==> config.mk <==
export PLATFORM = sky130hd
export DESIGN_NAME = param_updown_counter
export DESIGN_NICKNAME = d
export VERILOG_FILES = /design/src/rtl/param_updown_counter_pkg.sv /design/src/rtl/updown_next_calc.sv /design/src/rtl/param_updown_counter.sv
export SDC_FILE = /design/constraint.sdc
export NUM_CORES = 1
export LEC_CHECK = 0
export ABC_AREA = 1
export CAP_MARGIN = 20
export CORE_MARGIN = 2
export CORE_UTILIZATION = 50
export DETAILED_ROUTE_END_ITERATION = 12
export PLACE_DENSITY = 0.92
export SETUP_SLACK_MARGIN = 0.05
export SLEW_MARGIN = 40
export SYNTH_ARGS = -nofsm -noshare
export SYNTH_HDL_FRONTEND = slang
export SYNTH_SLANG_ARGS = --single-unit
==> constraint.sdc <==
create_clock -name clk -period 2.61 [get_ports clk]
set_input_delay 0.261 -clock clk [delete_from_list [all_inputs] [get_ports clk]]
set_output_delay 0.261 -clock clk [all_outputs]
set_load 0.03 [all_outputs]
==> src/rtl/param_updown_counter_pkg.sv <==
// Shared definitions for the parametrised up/down counter.
//   MODE_WRAP / MODE_SAT : values of the SATURATE parameter.
//   calc_ext_width()     : width of the intermediate used for count +/- STEP so that the sum
//                          can never truncate.
package param_updown_counter_pkg;

    localparam int unsigned MODE_WRAP = 0;
    localparam int unsigned MODE_SAT  = 1;

    function automatic int unsigned calc_ext_width(input int unsigned width);
        return width + 1;
    endfunction

endpackage

==> src/rtl/updown_next_calc.sv <==
// Combinational next-count calculator for param_updown_counter.
// Ports:
//   count_i  current count (always within 0..MAX_VAL)
//   up_i     1 = step up, 0 = step down
//   next_o   count after one step, always within 0..MAX_VAL
//   ovf_o    the up-step crosses (or, saturating, clamps onto) MAX_VAL
//   unf_o    the down-step crosses (or, saturating, clamps onto) 0
module updown_next_calc
    import param_updown_counter_pkg::*;
#(
    parameter int unsigned WIDTH    = 4,
    parameter int unsigned MAX_VAL  = 9,
    parameter int unsigned STEP     = 1,
    parameter int unsigned SATURATE = MODE_WRAP
) (
    input  logic [WIDTH-1:0] count_i,
    input  logic             up_i,
    output logic [WIDTH-1:0] next_o,
    output logic             ovf_o,
    output logic             unf_o
);

    localparam int unsigned XW = calc_ext_width(WIDTH);

    localparam logic [XW-1:0] MaxX  = XW'(MAX_VAL);
    localparam logic [XW-1:0] StepX = XW'(STEP);
    // MAX_VAL + 1 fits in XW bits because MAX_VAL <= 2**WIDTH - 1.
    localparam logic [XW-1:0] ModX  = XW'(MAX_VAL + 1);

    logic [XW-1:0] cnt_x;
    logic [XW-1:0] up_sum;
    logic [XW-1:0] next_x;

    assign cnt_x  = {1'b0, count_i};
    assign up_sum = cnt_x + StepX;

    always_comb begin
        next_x = cnt_x;
        ovf_o  = 1'b0;
        unf_o  = 1'b0;
        if (up_i) begin
            if (SATURATE == MODE_SAT) begin
                // Reaching the top rail is the clamp event; it fires once, not while pinned.
                next_x = (up_sum > MaxX) ? MaxX : up_sum;
                ovf_o  = (up_sum >= MaxX) && (cnt_x != MaxX);
            end else if (up_sum <= MaxX) begin
                next_x = up_sum;
            end else begin
                next_x = up_sum - ModX;
                ovf_o  = 1'b1;
            end
        end else begin
            if (SATURATE == MODE_SAT) begin
                next_x = (cnt_x >= StepX) ? (cnt_x - StepX) : '0;
                unf_o  = (cnt_x <= StepX) && (cnt_x != '0);
            end else if (cnt_x >= StepX) begin
                next_x = cnt_x - StepX;
            end else begin
                // cnt_x < STEP <= MAX_VAL, so the sum stays within XW bits and below MAX_VAL+1.
                next_x = cnt_x + ModX - StepX;
                unf_o  = 1'b1;
            end
        end
    end

    assign next_o = next_x[WIDTH-1:0];

endmodule

==> src/rtl/param_updown_counter.sv <==
// Parametrised synchronous up/down counter with wrap or saturate mode, parallel load,
// synchronous clear and registered overflow/underflow pulses.
// Ports:
//   clk, reset_n   rising-edge clock, asynchronous active-low reset
//   clear          synchronous clear to 0 (highest priority)
//   load           synchronous load of min(load_value, MAX_VAL)
//   load_value     value for load
//   enable         count enable, direction from up_down
//   up_down        1 = up, 0 = down
//   count          registered count
//   ovf, unf       registered one-cycle overflow/underflow pulses
//   at_max, at_min count == MAX_VAL / count == 0, combinational from count
module param_updown_counter
    import param_updown_counter_pkg::*;
#(
    parameter int unsigned WIDTH    = 4,
    parameter int unsigned MAX_VAL  = 9,
    parameter int unsigned STEP     = 1,
    parameter int unsigned SATURATE = MODE_WRAP
) (
    input  logic             clk,
    input  logic             reset_n,
    input  logic             clear,
    input  logic             load,
    input  logic [WIDTH-1:0] load_value,
    input  logic             enable,
    input  logic             up_down,
    output logic [WIDTH-1:0] count,
    output logic             ovf,
    output logic             unf,
    output logic             at_max,
    output logic             at_min
);

    if (WIDTH < 2) begin : g_chk_width
        $error("param_updown_counter: WIDTH must be >= 2");
    end
    if ((MAX_VAL >> WIDTH) != 0) begin : g_chk_max
        $error("param_updown_counter: MAX_VAL must be <= 2**WIDTH-1");
    end
    if ((STEP < 1) || (STEP > MAX_VAL)) begin : g_chk_step
        $error("param_updown_counter: STEP must be in 1..MAX_VAL");
    end
    if (SATURATE > MODE_SAT) begin : g_chk_mode
        $error("param_updown_counter: SATURATE must be 0 or 1");
    end

    localparam logic [WIDTH-1:0] MaxW = WIDTH'(MAX_VAL);

    logic [WIDTH-1:0] count_q, count_d;
    logic             ovf_q, ovf_d;
    logic             unf_q, unf_d;

    logic [WIDTH-1:0] calc_next;
    logic             calc_ovf;
    logic             calc_unf;

    updown_next_calc #(
        .WIDTH    (WIDTH),
        .MAX_VAL  (MAX_VAL),
        .STEP     (STEP),
        .SATURATE (SATURATE)
    ) u_next_calc (
        .count_i (count_q),
        .up_i    (up_down),
        .next_o  (calc_next),
        .ovf_o   (calc_ovf),
        .unf_o   (calc_unf)
    );

    // Priority: clear > load > enable > hold. Pulses default low every cycle.
    always_comb begin
        count_d = count_q;
        ovf_d   = 1'b0;
        unf_d   = 1'b0;
        if (clear) begin
            count_d = '0;
        end else if (load) begin
            count_d = (load_value > MaxW) ? MaxW : load_value;
        end else if (enable) begin
            count_d = calc_next;
            ovf_d   = calc_ovf;
            unf_d   = calc_unf;
        end
    end

    always_ff @(posedge clk or negedge reset_n) begin
        if (!reset_n) begin
            count_q <= '0;
            ovf_q   <= 1'b0;
            unf_q   <= 1'b0;
        end else begin
            count_q <= count_d;
            ovf_q   <= ovf_d;
            unf_q   <= unf_d;
        end
    end

    assign count  = count_q;
    assign ovf    = ovf_q;
    assign unf    = unf_q;
    assign at_max = (count_q == MaxW);
    assign at_min = (count_q == '0);

endmodule

==> summary.md <==
| Metric | Value |
|---|---|
| P_int | `0.237 mW` |
| Ant diodes | `0` |
| Most common cell after layout, fill and taps aside | `nand2_1` |
| Slew HR | `0.628` |
| Clk sinks | `6` |
| # port buffers | `17` |
| DP HPWL | `1140 um` |
| Flop pwr share | `0.294` |
| Antenna viol nets, final | `0` |
| Reg2reg start | `count[0]$_DFFE_PN0P_` |
| Routed vias | `just under 700` |
| DRT iter0 DRCs | `26` |
| Max Cap Viol | `0` |
| Netlist cell types | `21` |
| Post-layout util | `0.671` |
| Area Overhead vs Synth | `26.9%` |
| DRT Pass-1 Iters | `6` |
| Tcrit/Tclk final | `0.852` |
| Static Leak | `0.426 nW` |
| Setup slack after placement | `a little under 600 ps` |
| Clk_lat worst skew | `250 ps` |
| Total track usage | `0.205` |
| Placed instance area | `slightly above 800 sq um` |
| PnR worst setup slack | `between 300 and 400 ps` |
| Fin. Hold Viols | `0` |
| Drt wl/cell | `11.6 um` |
| Routed WL | `1480 um` |
| Synth warn | `0` |
| Peak supply drop | `0.253 mV` |
| Final Non-Filler Cells | `127` |
| Max FO, Critical Path | `8` |
| Post-Synthesis Cell Area | `671 sq um` |
| CTS max path bufs | `2` |
| DR DRC count | `0` |
| Site Rows | `13` |
| Cells after Synth | `94` |
| Postcts setup bufs | `0` |
| Die Span X | `40.6 um` |
| Pwr Total | `0.412 mW` |
| Layout cells sized above 1 | `0.125` |
| Power Density | `about 480 nW/um^2` |
| CTS Hold Bufs | `0` |
| Post_cts resized | `0` |
| Maximum clock rate | `450 MHz` |
| Status | `finished clean` |
| Capturing point of the worst reg2reg path | `count[1]$_DFFE_PN0P_` |
| Clock Pin Slew Worst Setup and Hold Paths | `around 50 ps` |
| WS Path Type | `reg2out` |
| Tmin final | `approximately 2200 ps` |
| NetSw | `approximately 0.18 mW` |
| Antenna violations before repair | `0` |
| Worst clock skew | `3.73 ps` |
| Largest net degree at the start of global routing | `13` |
| Switching Fraction | `0.425` |
| Clock power share | `0.210` |
| Depth of the CTS H-tree | `1` |
| CP Data Arrival Time | `1960 ps` |
| Comb power frac | `0.497` |
| CTS buffer count | `3` |
| Die area | `1650 sq um` |
| Initial Util | `0.529` |
| Setup TNS | `0 ps` |
| Vert. Die Dim | `between 40 and 50 um` |
| Avg Cell Area, Syn | `7.13 sq um` |
| Overflow after GRT | `0` |
| Gpl congestion | `0.848` |
| Hold WS | `246 ps` |
| Vias/cell | `5.43` |
| TritonCTS clock tree | `built` |
| Dpl cells | `between 100 and 150` |
| First-pass GRT wire length | `2280 um` |
| Most frequent cells in the layout | `nand2_1 (20), clkdlybuf4s50_1 (17), nand3_1 (12)` |
| FF+latch count, synth | `6` |
| Top-Level Pins | `18` |
| Unrepaired setup endpoints after global routing | `no` |
| CP required | `2350 ps` |
| R2R Setup Slk | `around 530 ps` |
| Final Net Count | `between 100 and 150` |
| Seq/Total Area, Yosys | `0.224` |
| Clock Tree Root | `clkbuf_4` |
| Core region area | `1270 sq um` |
| Worst Max-Slew Pin Slew | `554 ps` |
| CP endpoint kind | `primary output` |
| Syn_nets | `about 110` |
| Hold WC Path Type | `in2async` |
| Number of global-route vias before repair | `approximately 590` |
| Setup violators final | `0` |
| Fin. max-slew vios | `0` |
| Worst setup SP type | `flip-flop` |
| Design area | `851 sq um` |
| Worst reg2reg path depth | `14` |
-- routing by layer --
metal / vias up / track usage / share of wire
met1: 300 / 0.265 / 0.44
met2: 39 / 0.357 / 0.48
met5: - / 0 / 0
li1: 348 / - / -
met3: 3 / 0.0163 / 0.067
met4: 0 / 0.0667 / 0.014
-- worst max-delay path by stage --
| stage | from | to | cells past startpoint |
|---|---|---|---|
| 2_1_floorplan | count[0]$_DFFE_PN0P_ | count[1]$_DFFE_PN0P_ | 14 |
| 6_report | count[0]$_DFFE_PN0P_ | at_min | 4 |
| 4_1_cts | count[0]$_DFFE_PN0P_ | at_min | 4 |
| 3_5_place_dp | count[0]$_DFFE_PN0P_ | count[1]$_DFFE_PN0P_ | 14 |
| 3_3_place_gp | count[0]$_DFFE_PN0P_ | count[3]$_DFFE_PN0P_ | 13 |
| 5_1_grt | count[1]$_DFFE_PN0P_ | at_max | 5 |
-- logic make-up after synthesis --
logic type,share of synthesized area
adder cells (fa/ha/maj),0.0933
AO/OA/AOI/OAI,0.0448
XOR/XNOR,0.0261
buffers and inverters,0.119
AND/OR/NAND/NOR,0.493
flip-flops,0.224
-- state kept, by name, indices dropped and copies added (netlist names) --
| signal | count |
|---|---|
| unf | 1 |
| count | 4 |
| ovf | 1 |
-- power groups by stage --
| stage | combinational (mW) | clock (mW) | sequential [mW] |
|---|---|---|---|
| after floorplan | 0.143 | 0 | 0.127 |
| after global placement | 0.196 | 0 | 0.121 |
| after detailed placement | 0.201 | 0 | 0.122 |
| after CTS | 0.203 | 0.0859 | 0.121 |
| after global routing | 0.227 | 0.0900 | 0.122 |
| final | 0.205 | 0.0864 | 0.121 |
-- critical path, cell delays in order (launching register included) --
cell	delay, ps
dfrtp_1	460
inv_1	210
ha_1	170
nor3b_1	180
clkdlybuf4s50_1	700
-- area by class of cell --
cell class	count	area [sq um]
repair buffers	17	170
clock buffers	3	22.5
inverters	13	48.8
well taps	15	18.8
multi-input cells	73	440
fillers	109	418
flip-flops and latches	6	150
-- synthesized netlist by cell type --
cell      number  area share
nand3_2        3       0.045
inv_1         11       0.062
nand2_2        3       0.028
nand4_1        5       0.047
o21ai_0        3       0.022
buf_6          1       0.017
nor3_1         4       0.030
clkinv_1       1      0.0056
inv_2          1      0.0056
nand2_4        3       0.050
nor3b_1        1       0.011
nor2_1         7       0.039
dfrtp_1        6        0.22
nand2_1       20        0.11
ha_1           5       0.093
nand3b_4       1       0.030
nand3_1       12       0.090
buf_12         1       0.030
nand3b_1       1       0.011
xor2_1         2       0.026
a21oi_1        3       0.022
Note: power is estimated with default switching activity, not from simulation.
